==> config.mk <==
export PLATFORM = sky130hd
export DESIGN_NAME = prep5_dot_seq
export DESIGN_NICKNAME = d
export VERILOG_FILES = /design/src/rtl/prep_pkg.sv /design/src/rtl/prep5_op_fifo.sv /design/src/rtl/prep5_dot_seq.sv
export SDC_FILE = /design/constraint.sdc
export NUM_CORES = 1
export LEC_CHECK = 0
export BUFFER_PORTS_ARGS = -buffer_cell sky130_fd_sc_hd__clkbuf_2
export CORE_ASPECT_RATIO = 1.4
export CORE_MARGIN = 10
export CORE_UTILIZATION = 55
export DETAILED_ROUTE_END_ITERATION = 8
export PLACE_DENSITY_LB_ADDON = 0.08
export SYNTH_ARGS = -nofsm -noshare
export SYNTH_HDL_FRONTEND = slang
export SYNTH_SLANG_ARGS = --single-unit
==> constraint.sdc <==
create_clock -name CLK -period 3.3 [get_ports CLK]
set_input_delay 0.66 -clock CLK [delete_from_list [all_inputs] [get_ports CLK]]
set_output_delay 0.66 -clock CLK [all_outputs]
set_load 0.01 [all_outputs]
==> src/rtl/prep_pkg.sv <==
// Shared definitions for the prep5 dot-product sequencer.
//   OPW/ACCW/LENW : default operand, accumulator and term-count widths
//   state_t       : sequencer FSM states
//   drive_t       : one term as presented to the MAC stage
//   IDLE_DRIVE    : bubble term {A=0, B=0, MAC=1}; it adds zero, so Q is held
package prep_pkg;

    localparam int OPW  = 4;
    localparam int ACCW = 8;
    localparam int LENW = 4;

    typedef enum logic [2:0] {
        IDLE  = 3'd0,
        RUN   = 3'd1,
        CLR   = 3'd2,
        FLUSH = 3'd3,
        DONE  = 3'd4
    } state_t;

    typedef struct packed {
        logic [OPW-1:0] a;
        logic [OPW-1:0] b;
        logic           mac;
    } drive_t;

    localparam drive_t IDLE_DRIVE = '{a: '0, b: '0, mac: 1'b1};

endpackage

==> src/rtl/prep5_op_fifo.sv <==
// Synchronous operand-pair FIFO.
//   CLK, RST : clock, synchronous active-high reset (empties the FIFO)
//   push/din : write a word; ignored when full
//   pop/dout : dout is the current head (show-ahead); pop advances it,
//              ignored when empty
//   full, empty : occupancy flags
// DEPTH must be a power of 2 so the pointers wrap naturally.
module prep5_op_fifo #(
    parameter int W     = 8,
    parameter int DEPTH = 4
) (
    input  logic         CLK,
    input  logic         RST,
    input  logic         push,
    input  logic [W-1:0] din,
    input  logic         pop,
    output logic [W-1:0] dout,
    output logic         full,
    output logic         empty
);

    localparam int AW = (DEPTH > 1) ? $clog2(DEPTH) : 1;

    logic [W-1:0]  mem [DEPTH];
    logic [AW-1:0] wr_ptr;
    logic [AW-1:0] rd_ptr;
    logic [AW:0]   cnt;
    logic          do_push;
    logic          do_pop;

    assign full    = (cnt == (AW+1)'(DEPTH));
    assign empty   = (cnt == '0);
    assign do_push = push && !full;
    assign do_pop  = pop && !empty;
    assign dout    = mem[rd_ptr];

    // Storage carries no reset; the pointers alone define validity.
    always_ff @(posedge CLK) begin
        if (do_push)
            mem[wr_ptr] <= din;
    end

    always_ff @(posedge CLK) begin
        if (RST) begin
            wr_ptr <= '0;
            rd_ptr <= '0;
            cnt    <= '0;
        end else begin
            if (do_push)
                wr_ptr <= wr_ptr + AW'(1);
            if (do_pop)
                rd_ptr <= rd_ptr + AW'(1);
            cnt <= cnt + (AW+1)'(do_push) - (AW+1)'(do_pop);
        end
    end

endmodule

==> src/rtl/prep5_dot_seq.sv <==
// Dot-product sequencer in front of a registered 4x4 multiply-accumulate
// stage (MAC=0 loads A*B into Q, MAC=1 adds A*B to Q).
//   CLK, RST               : clock, synchronous active-high reset
//   START, LEN             : begin a LEN-term product (sampled in IDLE only)
//   IN_VALID/IN_READY,
//   IN_A, IN_B             : operand-pair push into the FIFO (any state)
//   A, B, MAC              : registered term driven to the MAC stage
//   Q_IN                   : accumulator fed back from the MAC stage
//   RES_VALID/RES_READY,
//   RES_DATA               : result handshake
//   BUSY                   : state != IDLE
module prep5_dot_seq
    import prep_pkg::*;
#(
    parameter int OPW    = prep_pkg::OPW,
    parameter int ACCW   = prep_pkg::ACCW,
    parameter int LENW   = prep_pkg::LENW,
    parameter int FDEPTH = 4
) (
    input  logic            CLK,
    input  logic            RST,
    input  logic            START,
    input  logic [LENW-1:0] LEN,
    input  logic            IN_VALID,
    input  logic [OPW-1:0]  IN_A,
    input  logic [OPW-1:0]  IN_B,
    output logic            IN_READY,
    output logic [OPW-1:0]  A,
    output logic [OPW-1:0]  B,
    output logic            MAC,
    input  logic [ACCW-1:0] Q_IN,
    output logic            RES_VALID,
    output logic [ACCW-1:0] RES_DATA,
    input  logic            RES_READY,
    output logic            BUSY
);

    state_t          state;
    logic [LENW-1:0] rem;
    logic            first;
    logic            flush_second;

    logic            fifo_full;
    logic            fifo_empty;
    logic            fifo_push;
    logic            fifo_pop;
    logic [2*OPW-1:0] head;

    // Holding IN_READY low during reset keeps pushes out of a FIFO that is
    // being cleared on the same edge.
    assign IN_READY  = !fifo_full && !RST;
    assign fifo_push = IN_VALID && IN_READY;
    assign fifo_pop  = (state == RUN) && !fifo_empty;
    assign BUSY      = (state != IDLE);

    prep5_op_fifo #(
        .W     (2*OPW),
        .DEPTH (FDEPTH)
    ) u_fifo (
        .CLK   (CLK),
        .RST   (RST),
        .push  (fifo_push),
        .din   ({IN_A, IN_B}),
        .pop   (fifo_pop),
        .dout  (head),
        .full  (fifo_full),
        .empty (fifo_empty)
    );

    always_ff @(posedge CLK) begin
        if (RST) begin
            // MAC=0 with zero operands clears Q on the following edge.
            state        <= IDLE;
            rem          <= '0;
            first        <= 1'b0;
            flush_second <= 1'b0;
            A            <= '0;
            B            <= '0;
            MAC          <= 1'b0;
            RES_VALID    <= 1'b0;
            RES_DATA     <= '0;
        end else begin
            // Default term is a bubble; states below override it.
            A   <= '0;
            B   <= '0;
            MAC <= IDLE_DRIVE.mac;

            case (state)
                IDLE: begin
                    if (START) begin
                        rem   <= LEN;
                        first <= 1'b1;
                        state <= (LEN == '0) ? CLR : RUN;
                    end
                end

                RUN: begin
                    // An empty FIFO leaves the bubble in place and the
                    // count untouched, so the product simply stretches.
                    if (!fifo_empty) begin
                        A     <= head[2*OPW-1:OPW];
                        B     <= head[OPW-1:0];
                        MAC   <= !first;
                        first <= 1'b0;
                        rem   <= rem - LENW'(1);
                        if (rem == LENW'(1)) begin
                            state        <= FLUSH;
                            flush_second <= 1'b0;
                        end
                    end
                end

                CLR: begin
                    // Zero-length product: load 0*0 so Q reads back 0.
                    MAC          <= 1'b0;
                    state        <= FLUSH;
                    flush_second <= 1'b0;
                end

                FLUSH: begin
                    // First cycle: last term is on A/B. Second cycle: Q_IN
                    // holds the final sum.
                    flush_second <= 1'b1;
                    if (flush_second) begin
                        RES_DATA  <= Q_IN;
                        RES_VALID <= 1'b1;
                        state     <= DONE;
                    end
                end

                DONE: begin
                    if (RES_READY) begin
                        RES_VALID <= 1'b0;
                        state     <= IDLE;
                    end
                end

                default: state <= IDLE;
            endcase
        end
    end

endmodule

-- Word level (Yosys, flattened, before mapping)
Memories as Yosys holds them, arrays and structs flattened. A register that Yosys moved wholly into a read port is not among the register bits.
Index checks and enable logic that the tools add are counted.
- register bits: 26
- bits in latches: 0
- memory bits (writable): 32
- memory bits (read-only): 0
- input bits: 25
- output and inout bits: 20
- memories: 1
- memory list (name ; depth ; width ; rd ports ; clocked after Yosys merged registers in ; write ports ; line ; RTL):
    u_fifo.mem ; 4 ; 8 ; 1 ; 1 ; 1 ; prep5_op_fifo.sv:24 ; logic [W-1:0] mem [DEPTH];
- add/sub/neg operators: 5
- $mul: 0
- divide/modulo/power cells: 0
- $lt $le $gt $ge: 0
- equal/unequal tests: 11
- shifts and indexed selects: 0
- muxes and demuxes: 23
- bitwise logic cells: 1
- reduce and logical (&&, ||, !) cells: 22
- operators by type and width (cell ; number):
    3-bit two-way mux ; 5
    3-bit one-hot mux with 5 select lines ; 1
    1-bit two-way mux ; 9
    3-bit AND reduction ; 3
    4-bit two-way mux ; 2
    2-bit != test (second input constant) ; 4
    4-bit one-hot mux with 2 select lines ; 1
    3-bit by 2-bit == test with 1-bit output (second input constant) ; 2
    3-bit == test (second input constant) ; 2
    3-bit zero test ; 2
    1-bit one-hot mux with 2 select lines ; 3
    3-bit nonzero test ; 2
    1-bit logical AND ; 5
    5-bit AND reduction ; 1
    2-bit by 1-bit adder with 2-bit output (second input constant) ; 2
    4-bit by 1-bit == test with 1-bit output (second input constant) ; 1
    1-bit zero test ; 4
    4-bit zero test ; 1
    2-bit nonzero test ; 2
    4-bit by 1-bit subtractor with 4-bit output (second input constant) ; 1
    3-bit by 1-bit adder with 3-bit output ; 1
    3-bit by 1-bit == test with 1-bit output (second input constant) ; 1
    1-bit one-hot mux with 3 select lines ; 1
    3-bit OR reduction ; 1
    other kinds (5) ; 5

-- Longest topological paths before layout
- depth after elaboration: 7
- gate-level depth with buffers: 11

-- Modules after synthesis
From an unflattened synthesis, not the netlist that was laid out.
- cells, all modules: 230
- area total of the unflattened synthesis: 2772.7 sq um
- modules (own cells, without submodules) (module ; times used ; cells an instance ; area each (sq um) ; sequential area each (sq um)):
    prep5_op_fifo ; 1 ; 93 ; 1634.1 ; 1141.1
    prep5_dot_seq ; 1 ; 137 ; 1138.6 ; 540.5

-- Worst setup path after synthesis
No wires, ideal clock.
- path type: reg2reg
- start point: reg u_fifo.cnt[1]
- end point: reg u_fifo.cnt[2]
- setup time: 0.128 ns
- arrival time: 2.213 ns
- data required time: 3.172 ns
- setup slack: 0.959 ns
- cell stages (with the launch flop): 12
- period minus slack after synthesis: 2.341 ns
- cells stage by stage: dfxtp_1 -> or3_1 -> buf_2 -> and2_2 -> ha_1 -> inv_1 -> ha_1 -> inv_1 -> fa_1 -> xor2_1 -> xnor2_1 -> nor2_1
- elaborated cells between the ends (all ways): 11
- RTL lines (what ; line ; RTL):
    from (decl) ; prep5_op_fifo.sv:27 ; logic [AW:0] cnt;
    from (signal assigned) ; prep5_op_fifo.sv:53 ; cnt <= cnt + (AW+1)'(do_push) - (AW+1)'(do_pop);
    3-bit zero test (*) ; prep5_op_fifo.sv:32 ; assign empty = (cnt == '0);
    1-bit zero test (*) ; prep5_op_fifo.sv:34, prep5_dot_seq.sv:53 ;
    1-bit logical AND ; prep5_dot_seq.sv:53 ; assign fifo_pop = (state == RUN) && !fifo_empty;
    1-bit logical AND (*) ; prep5_op_fifo.sv:34 ; assign do_pop = pop && !empty;
    named net u_fifo.do_pop ; prep5_op_fifo.sv:29 ; logic do_pop;
    3-bit by 1-bit subtractor with 3-bit output (*) ; prep5_op_fifo.sv:53 ;
The timed path passes the listed nets; every way through them passes the cells marked *.
A chain may end at the register's enable or synchronous reset.

-- Worst setup path in the final report
- start point: reg state[0]
- end point: reg u_fifo.cnt[2]
- longest elaborated chain between the ends: 4
- RTL lines (what ; line ; RTL):
    from (decl) ; prep5_dot_seq.sv:38 ; state_t state;
    from (signal assigned) ; prep5_dot_seq.sv:93 ; state <= (LEN == '0) ? CLR : RUN;
    3-bit by 1-bit == test with 1-bit output ; prep5_dot_seq.sv:53 ;
    1-bit logical AND ; prep5_dot_seq.sv:53 ;
    1-bit logical AND ; prep5_op_fifo.sv:34 ;
    named net u_fifo.do_pop ; prep5_op_fifo.sv:29 ;
    3-bit by 1-bit subtractor with 3-bit output ; prep5_op_fifo.sv:53 ;
The timed path passes the listed nets, and every way through them passes these cells.

==> flow_summary_export.csv <==
group,metric,value,unit
status,status,"complete, no violations",
synthesis,synthCells,216,
timing,clock_skew,11.3,ps
critical_path,cp_data_arrival_time,2800,ps
power,p_leak,1.20,nW
timing,fin_crit_sh,0.782,
layout,final_cells,332,
timing,hold_viol,0,
drt,postRouteAntennaNets,0,
die,die_y,103,um
layout,layout.nets,297,
drt,routed_wl,5080,um
timing,drv_slew,0,
clock_network,cts_buffers,9,
placed_design,dpl.cell_count,316,
die,boundaryPins,45,
synthesis,syn_avg_cell_area,12.5,um^2
synthesis,synthArstFlopShare,0,
synthesis,synth_top_cell_area_share,0.356,
drt,route.detailed.drc,0,
layout,antenna_cells,0,
timing,setup_tns,0,ps
critical_path,cp.required,3520,ps
clock_network,hold_buffers,0,
timing,layout_setup_ws,721,ps
worst_hold_path,min_path_cells,2,
placed_design,place_ws,730,ps
critical_path,end_kind,"flip-flop",
synthesis,synth_edf_count,32,
power,vdd_drop_max,0.353,mV
synthesis,syn_area,0.00270,mm^2
synthesis,ys_types,44,
placed_design,dpl.hpwl,3660,um
grt,overflow,0,
clock_network,clkTransAtPathRegs,70,ps
layout,utilization,0.664,
clock_network,insertion_delay,340,ps
drt,avgViaCountPerCell,5.24,
clock_network,cts-resized-gates,0,
synthesis,synth_fp_nets,250,
clock_network,cts_setup_buffers,0,
placed_design,gp_congestion,0.742,
die,start_util,0.562,
grt,grt_max_degree,28,
drt,vias,1741,
drt,wire_per_inst,15.3,um
synthesis,yosys_register_bits,66,
clock_network,htreeDepth,3,
die,dieArea,0.00815,mm^2
synthesis,yosysSeqAreaShare,0.608,
layout,final.fill_count,393,
clock_network,root_buffer,"clkbuf_8",
clock_network,clockBufferDepth,2,
timing,min_period,2580,ps
synthesis,yosys_most_used_dff,"dfxtp_1",
die,die_w,79.2,um
die,rows,30,
critical_path,cp-start-kind,"flip-flop",
synthesis,synth_area_leaders,"edfxtp_1, dfxtp_1, mux4_2, ha_1, a21oi_1",
power,powerDensity,673,mW/mm^2
critical_path,ff2ff_path_depth,10,
timing,setup_viol,0,
timing,worst_pin_slew,649,ps
synthesis,synth_top_cell_by_area,"edfxtp_1",
die,core_area,0.00480,mm^2
grt,antenna_found_initial,0,
timing,max_freq,0.388,GHz
critical_path,worst-path-max-fanout,13,
grt,first_global_vias,1819,
worst_hold_path,hp-start,"RES_DATA[0]",
layout,area_delta_synth_final,18.2,%
layout,drive_above_1_share,0.291,
clock_network,cts.sinks,66,
critical_path,regToRegStartpoint,"state[0]",
grt,grtUsageTotal,0.133,
drt,drt_iter0_markers,50,
clock_network,cts_tree,"done",
power,total_power,0.00215,W
flow_run,drv_cap,0,
synthesis,yosysWarningCount,0,
timing,max_slew_margin,0.567,
timing,rsz0062_at_grt,"false",
critical_path,worstSetupPathType,"reg2reg",
worst_hold_path,hold_class,"reg2reg",
drt,dr.pass1.iters,4,
grt,grt_pass1_wl,8360,um
critical_path,crit_start,"state[0]",
placed_design,portBuffers,44,
-- placed cells by master (no fill, tap or decap), types with 2 or more instances in the layout --
cell,synthesis,routed
clkbuf_8,0,9
nor3_1,3,3
clkinv_4,0,2
xnor2_1,3,3
nand2b_1,3,3
o21ai_1,3,3
nor2_1,14,14
nand4b_1,2,2
a21oi_1,19,19
nor4_1,2,2
o21ai_0,4,4
xor2_1,2,2
edfxtp_1,32,32
nor2b_1,10,10
ha_1,8,8
inv_1,10,10
clkinvlp_4,0,2
mux4_2,8,8
bufinv_16,0,2
clkbuf_2,0,44
dfxtp_1,34,34
and2_1,5,5
nand2_1,23,23
-- layer usage --
| layer | vias to the layer above | track usage | wire length (um) |
|---|---|---|---|
| met5 | - | 0 | 0 |
| met4 | 0 | 0.0539 | 56 |
| met3 | 6 | 0.0497 | 202 |
| met2 | 32 | 0.247 | 2870 |
| met1 | 838 | 0.127 | 1940 |
| li1 | 865 | - | - |
-- cell type report --
type / count / area [um^2] / share of cell area
inverters: 10 / 37.5 / 0.0118
well taps: 64 / 80.1 / 0.0251
repair buffers: 45 / 228 / 0.0713
flip-flops and latches: 66 / 1640 / 0.514
multi-input cells: 131 / 980 / 0.307
clock buffers: 9 / 124 / 0.0388
clock inverters: 7 / 101 / 0.0318
-- power breakdown --
group	internal (W)	total, W	switching, W	leakage (nW)
Sequential	0.000933	0.00101	0.0000726	0.567
Combinational	0.000198	0.000394	0.000196	0.522
Clock	0.000430	0.000748	0.000318	0.106
-- logic make-up after synthesis --
| family | Yosys count | share of synthesized area |
|---|---|---|
| AND/OR/NAND/NOR | 72 | 0.144 |
| flip-flops | 66 | 0.608 |
| AO/OA/AOI/OAI | 36 | 0.0871 |
| buffers and inverters | 19 | 0.0292 |
| multiplexers | 9 | 0.0709 |
| adder cells (fa/ha/maj) | 9 | 0.0445 |
| XOR/XNOR | 5 | 0.0162 |
-- registers in the layout (all words and copies together), names as in the netlist --
signal,flops
state,3
u_fifo.rd_ptr,2
first,1
rem,4
B,4
u_fifo.cnt,3
MAC,1
flush_second,1
A,4
u_fifo.mem,32
u_fifo.wr_ptr,2
RES_DATA,8
RES_VALID,1
-- critical path, stage by stage, from the launching register on --
cell and delay (ps):
dfxtp_1 560, nor3b_4 450, and2_2 270, ha_1 240, inv_1 60, ha_1 130, inv_1 50, fa_1 370
xor2_1 170, xnor2_1 140, nor2_1 50
-- per-stage QoR --
step,cell area [um^2],hold WS (ps)
2_1_floorplan,2700,458
3_3_place_gp,2970,442
3_5_place_dp,2970,447
4_1_cts,3190,458
5_1_grt,3190,482
6_report,3190,459
-- synth_stat cells (all sizes together) (4+ instances only) --
cell type,instances
buf,5
nand2b,4
nand2,23
nor2b,10
nor2,14
o21ai,7
edfxtp,32
ha,8
dfxtp,34
a21oi,19
mux4,8
clkbuf,4
inv,10
nor3,4
and2,6
-- path summary, 6_finish.rpt --
path              slack [ps]       endpoint
setup / recovery         720  u_fifo.cnt[2]
hold / removal           460    RES_DATA[0]
setup reg to reg         720  u_fifo.cnt[2]
hold reg to reg          460    RES_DATA[0]
No activity file was read; power rests on OpenSTA's default activity.
